==> config.mk <==
export PLATFORM = sky130hd
export DESIGN_NAME = fir_cfg_ctrl
export DESIGN_NICKNAME = d
export VERILOG_FILES = /design/src/rtl/fir_cfg_ctrl.sv
export SDC_FILE = /design/constraint.sdc
export NUM_CORES = 1
export LEC_CHECK = 0
export ABC_AREA = 1
export CAP_MARGIN = 25
export CORE_ASPECT_RATIO = 1.5
export CORE_MARGIN = 2
export CORE_UTILIZATION = 34
export DETAILED_ROUTE_END_ITERATION = 10
export GPL_TIMING_DRIVEN = 0
export MAX_ROUTING_LAYER = met4
export SETUP_SLACK_MARGIN = 0.2
export SYNTH_ARGS = -nofsm -noshare
export SYNTH_HDL_FRONTEND = slang
export SYNTH_SLANG_ARGS = --single-unit
export TNS_END_PERCENT = 10
==> constraint.sdc <==
create_clock -name CLK -period 5 [get_ports CLK]
set_clock_uncertainty 0.2 [all_clocks]
set_input_delay 1 -clock CLK [delete_from_list [all_inputs] [get_ports CLK]]
set_output_delay 1 -clock CLK [all_outputs]
set_load 0.05 [all_outputs]
==> src/rtl/fir_cfg_ctrl.sv <==
// fir_cfg_ctrl -- coefficient reconfiguration controller for a streaming FIR.
//
// Samples pass from the upstream port to the FIR input register. Coefficients
// are written into a shadow bank at any time. A commit request drains the
// FIR (stops accepting samples and waits for every in-flight sample to come
// out). It then copies the shadow bank to the active bank in one LOAD cycle.
// Next it injects NTAP-1 zero samples to flush the old history out of the
// delay line. The FIR outputs caused by the flush samples are withheld from
// the sink.
//
// Ports:
//   CLK, RST            clock (rising edge), synchronous active-high reset
//   S_VALID/S_DATA      upstream sample, accepted when S_READY is high
//   S_READY             high in RUN only, low while RST is asserted
//   CFG_WE/ADDR/DATA    shadow coefficient write (index 0..4, 5..7 ignored)
//   CFG_COMMIT          request to apply the shadow bank
//   CFG_BUSY            commit pending, sequence running, or drops owed
//   FIR_VIN/FIR_DIN     registered FIR input valid / sample
//   FIR_B0..FIR_B4      active coefficients
//   FIR_VOUT            FIR output valid
//   VOUT                FIR_VOUT qualified by the flush-drop counter
//   ERR                 sticky in-flight counter under/overflow
module fir_cfg_ctrl #(
    parameter int NB   = 9,
    parameter int NTAP = 5,
    parameter int CW   = 4
) (
    input  logic                 CLK,
    input  logic                 RST,
    input  logic                 S_VALID,
    input  logic signed [NB-1:0] S_DATA,
    output logic                 S_READY,
    input  logic                 CFG_WE,
    input  logic [2:0]           CFG_ADDR,
    input  logic signed [NB-1:0] CFG_DATA,
    input  logic                 CFG_COMMIT,
    output logic                 CFG_BUSY,
    output logic                 FIR_VIN,
    output logic signed [NB-1:0] FIR_DIN,
    output logic signed [NB-1:0] FIR_B0,
    output logic signed [NB-1:0] FIR_B1,
    output logic signed [NB-1:0] FIR_B2,
    output logic signed [NB-1:0] FIR_B3,
    output logic signed [NB-1:0] FIR_B4,
    input  logic                 FIR_VOUT,
    output logic                 VOUT,
    output logic                 ERR
);

    localparam int NCOEF = 5;
    localparam int FW    = $clog2(NTAP) + 1;
    // Index of the final flush cycle (NTAP-1 cycles, counted from 0).
    localparam logic [FW-1:0] FLUSH_LAST = FW'(NTAP - 2);

    typedef enum logic [1:0] {RUN, DRAIN, LOAD, FLUSH} state_t;

    state_t                state_q, state_d;
    logic                  pending_q, pending_d;
    logic [FW-1:0]         fcnt_q, fcnt_d;
    logic [CW-1:0]         infl_q, infl_d;
    logic [CW-1:0]         drop_q, drop_d;
    logic                  err_q, err_d;
    logic                  vin_q, vin_d;
    logic signed [NB-1:0]  din_q, din_d;
    logic signed [NB-1:0]  shadow_q [NCOEF];
    logic signed [NB-1:0]  shadow_d [NCOEF];
    logic signed [NB-1:0]  coef_q   [NCOEF];
    logic signed [NB-1:0]  coef_d   [NCOEF];
    logic                  flush_inj;
    logic                  drop_dec;
    logic                  infl_err;

    // Up/down counter step. It saturates at both ends, and a simultaneous
    // increment and decrement cancel out.
    function automatic logic [CW-1:0] cnt_step(input logic [CW-1:0] c,
                                               input logic inc,
                                               input logic dec);
        logic [CW-1:0] r;
        r = c;
        if (inc && !dec && (c != {CW{1'b1}})) r = c + 1'b1;
        if (dec && !inc && (c != '0))         r = c - 1'b1;
        return r;
    endfunction

    always_comb begin
        state_d   = state_q;
        pending_d = pending_q;
        fcnt_d    = fcnt_q;
        vin_d     = 1'b0;
        din_d     = din_q;
        shadow_d  = shadow_q;
        coef_d    = coef_q;
        flush_inj = 1'b0;

        case (state_q)
            RUN: begin
                if (S_VALID) begin
                    vin_d = 1'b1;
                    din_d = S_DATA;
                end
                // A pending commit from a previous sequence collapses with a
                // fresh one into a single drain/load/flush.
                if (CFG_COMMIT || pending_q) begin
                    state_d   = DRAIN;
                    pending_d = 1'b0;
                end
            end
            DRAIN: begin
                // vin_q is checked too because the sample accepted in the
                // commit cycle is not yet counted as in flight.
                if ((infl_q == '0) && !vin_q) state_d = LOAD;
            end
            LOAD: begin
                coef_d  = shadow_q;
                fcnt_d  = '0;
                state_d = FLUSH;
            end
            FLUSH: begin
                vin_d     = 1'b1;
                din_d     = '0;
                flush_inj = 1'b1;
                if (fcnt_q == FLUSH_LAST) begin
                    fcnt_d  = '0;
                    state_d = RUN;
                end else begin
                    fcnt_d = fcnt_q + 1'b1;
                end
            end
            default: state_d = RUN;
        endcase

        if (CFG_COMMIT && (state_q != RUN)) pending_d = 1'b1;

        if (CFG_WE && (CFG_ADDR < 3'd5)) shadow_d[CFG_ADDR] = CFG_DATA;

        // Underflow: an output arrives with nothing in flight. Overflow: an
        // increment arrives when the counter is already at its maximum.
        infl_err = (FIR_VOUT && !vin_q && (infl_q == '0)) ||
                   (vin_q && !FIR_VOUT && (infl_q == {CW{1'b1}}));
        infl_d   = cnt_step(infl_q, vin_q, FIR_VOUT);
        err_d    = err_q | infl_err;

        drop_dec = FIR_VOUT && (drop_q != '0);
        drop_d   = cnt_step(drop_q, flush_inj, drop_dec);
    end

    always_ff @(posedge CLK) begin
        if (RST) begin
            state_q   <= RUN;
            pending_q <= 1'b0;
            fcnt_q    <= '0;
            infl_q    <= '0;
            drop_q    <= '0;
            err_q     <= 1'b0;
            vin_q     <= 1'b0;
            din_q     <= '0;
            for (int i = 0; i < NCOEF; i++) begin
                shadow_q[i] <= '0;
                coef_q[i]   <= '0;
            end
        end else begin
            state_q   <= state_d;
            pending_q <= pending_d;
            fcnt_q    <= fcnt_d;
            infl_q    <= infl_d;
            drop_q    <= drop_d;
            err_q     <= err_d;
            vin_q     <= vin_d;
            din_q     <= din_d;
            shadow_q  <= shadow_d;
            coef_q    <= coef_d;
        end
    end

    // Combinational outputs are gated by RST so that they read 0 from the
    // first reset cycle, before the registers have been cleared.
    assign S_READY  = (state_q == RUN) && !RST;
    assign CFG_BUSY = !RST && ((state_q != RUN) || pending_q || (drop_q != '0));
    assign VOUT     = !RST && FIR_VOUT && (drop_q == '0);
    assign FIR_VIN  = vin_q;
    assign FIR_DIN  = din_q;
    assign FIR_B0   = coef_q[0];
    assign FIR_B1   = coef_q[1];
    assign FIR_B2   = coef_q[2];
    assign FIR_B3   = coef_q[3];
    assign FIR_B4   = coef_q[4];
    assign ERR      = err_q;

endmodule

==> flow_summary.toml <==
[run_status]
status = "completed"

[power_and_ir_drop]
pwr-share-clk_pct = 31.7
p_int_mw = 2.38
p_comb_share_pct = 37.4
ir_worst_vdd_mv = 0.281
p_seq_share_pct = 30.9
power_mw = 3.92
p_sw_mw = 1.55
leakage_nw = 2.60
pwr_density_cell_nw_per_um2 = 629
swShare_pct = 39.4

[yosys]
synth_area_um2 = 4580
synth_edf_count = 0
ys.flop_type = "dfxtp_1"
synth_top_cell_by_area = "dfxtp_1"
synth.avg_cell_area_um2 = 7.68
ys_top_cells_by_count = "nor2_1 (212), dfxtp_1 (116), o21ai_0 (98)"
yosysMostFrequentCell = "nor2_1"
ys_ff_latch = 116
yosys_warnings = 0
syn_nets = 635
netlist_instances = 597
yosysUniqueCellTypes = 29
ys_seq_area_share_pct = 50.7
synthTopCellsByArea = "dfxtp_1 (51%), nor2_1 (17%), o21ai_0 (11%), nand2_1 (3.0%), ha_1 (2.5%)"
async_flop_share_pct = 0
synth_top_area_share_pct = 50.7

[floorplan]
die_w_um = 98.8
start_util_pct = 34.4
die-area_um2 = 14400
rows = 52
core_um2 = 13300
io-pin-count = 86
die_y_um = 146

[placement]
hpwl_um = 8730
dp_cells = 843
port_buffers = 84
gp_congestion = 0.831

[clock_tree]
cts-root-buf = "clkbuf_16"
cts_hold_buf = 0
cts_setup_buffers = 0
cts_tree = "built"
cts.path.max_buffers = 2
clock_latency_ps = 400
cts_resized = 0
clock_sinks = 116
htree_levels = 4
cts_made_buffers = 17
clkSlewWorstSetupHoldPaths_ps = 50

[finish]
layout-drive-gt1-share_pct = 9.68
antenna_cells = 0
fin_nets = 738
synthToLayoutAreaGrowth_pct = 36.2
fin_cells = 875

[sta]
slew_viol_final = 0
final.setup.tns_ps = 0
fin_crit_ps = 3860
hold_viol = 0
setup_viol = 0
tightest_slew_ps = 559
timing.final.crit_share_pct = 77.2
rsz0062_at_grt = "no"
max_slew_margin_pct = 62.6
whs_ps = 282
fmax_mhz = 259

[setup_path]
path_max_fanout = 10
cp.arrival_ps = 2660
cp-end-kind = "output pin"
crit_type = "in -> out"
crit_required_ps = 3800
crit_path_start_kind = "primary input"

[routing]
vias_per_cell = 4.78
drtIter0Drc = 161
firstDrtPassIters = 6
final_antenna_net_count = 0
vias = 4179
drc = 0
drt_wl_total_um = 11700
wl_per_cell_um = 13.3

[global_route]
grt-ovfl-total = 0
grt_max_degree = 17
grt_first_pass_wirelength_um = 19500
antenna_found_initial = 0
first_global_vias = 4103
grt_usage_pct = 17.2

[run]
drv_cap = 0

[min_path]
hp-class = "reg -> reg"
==> state kept, by name (all words and copies together) (netlist names) <==
register   cells
fcnt_q         4
FIR_DIN        9
FIR_B2         9
FIR_B0         9
drop_q         4
shadow_q      45
FIR_B3         9
FIR_B4         9
ERR            1
state_q        2
pending_q      1
infl_q         4
FIR_VIN        1
FIR_B1         9
==> cell families (layout without fill, tap and decap cells) <==
group	after synthesis	after routing	synth area share, %
AND/OR/NAND/NOR	280	280	25.0
AO/OA/AOI/OAI	129	129	15.0
flip-flops	116	116	50.7
buffers and inverters	58	174	5.35
adder cells (fa/ha/maj)	11	11	3.33
XOR/XNOR	3	3	0.573
==> metal layers <==
metal	wire [um]	vias up	GRT usage [%]
li1	-	2145	-
met1	4920	1922	18.9
met2	6100	102	30.3
met3	501	10	4.12
met4	128	0	5.27
met5	0	-	-
==> power by group through the flow <==
stage | clock network (mW) | registers, mW | logic [mW]
3_3_place_gp | 0 | 1.22 | 1.45
4_1_cts | 1.26 | 1.21 | 1.48
2_1_floorplan | 0 | 1.65 | 0.590
5_1_grt | 1.31 | 1.24 | 1.60
6_report | 1.24 | 1.21 | 1.47
3_5_place_dp | 0 | 1.23 | 1.48
==> area by class of cell <==
| class | instances | area [um^2] |
|---|---|---|
| Fill cell | 1304 | 7100 |
| Clock inverter | 14 | 176 |
| Tap cell | 162 | 203 |
| Clock buffer | 18 | 439 |
| Timing Repair Buffer | 84 | 841 |
| Multi-Input combinational cell | 423 | 2020 |
| Sequential cell | 116 | 2320 |
| Buffer | 26 | 125 |
| Inverter | 32 | 120 |
==> metrics by stage <==
step                worst slack (ps)  utilization (%)  cell area (um^2)
finish                          1140             46.8              6240
global route                    1050             46.8              6240
CTS                             1120             46.8              6240
detailed placement              1120             42.2              5630
global placement                1140             42.2              5630
floorplan                       1620                -              4580
==> path summary, 6_finish.rpt <==
| path | slack, ps | cells past startpoint | end | start |
|---|---|---|---|---|
| max | 1140 | 7 | VOUT | RST |
| min | 280 | 2 | FIR_B3[0] | shadow_q[9] |
| max reg2reg | 2810 | 11 | drop_q[3] | state_q[0] |
| min reg2reg | 280 | 2 | FIR_B3[0] | shadow_q[9] |
==> worst max-delay path, stage by stage <==
cell and delay (ps):
buf_2 160, inv_2 110, buf_4 190, buf_4 200, nand2_1 60, nor2_1 130, clkdlybuf4s50_1 810
==> layout by cell type (no fill, tap or decap), types with 3 or more instances in the layout <==
cell / n
ha_1: 9
inv_1: 23
nand2_1: 37
a21oi_1: 17
clkdlybuf4s50_1: 84
inv_6: 3
nor2_1: 212
o211ai_1: 9
clkinv_1: 4
nand3_2: 4
clkinv_4: 4
nand3_1: 15
clkbuf_16: 17
dfxtp_1: 116
o21ai_0: 98
nand4_1: 3
bufinv_16: 3
buf_2: 16
inv_2: 5
nand2_4: 3
clkbuf_1: 7
(Power assumes the default switching activity.)
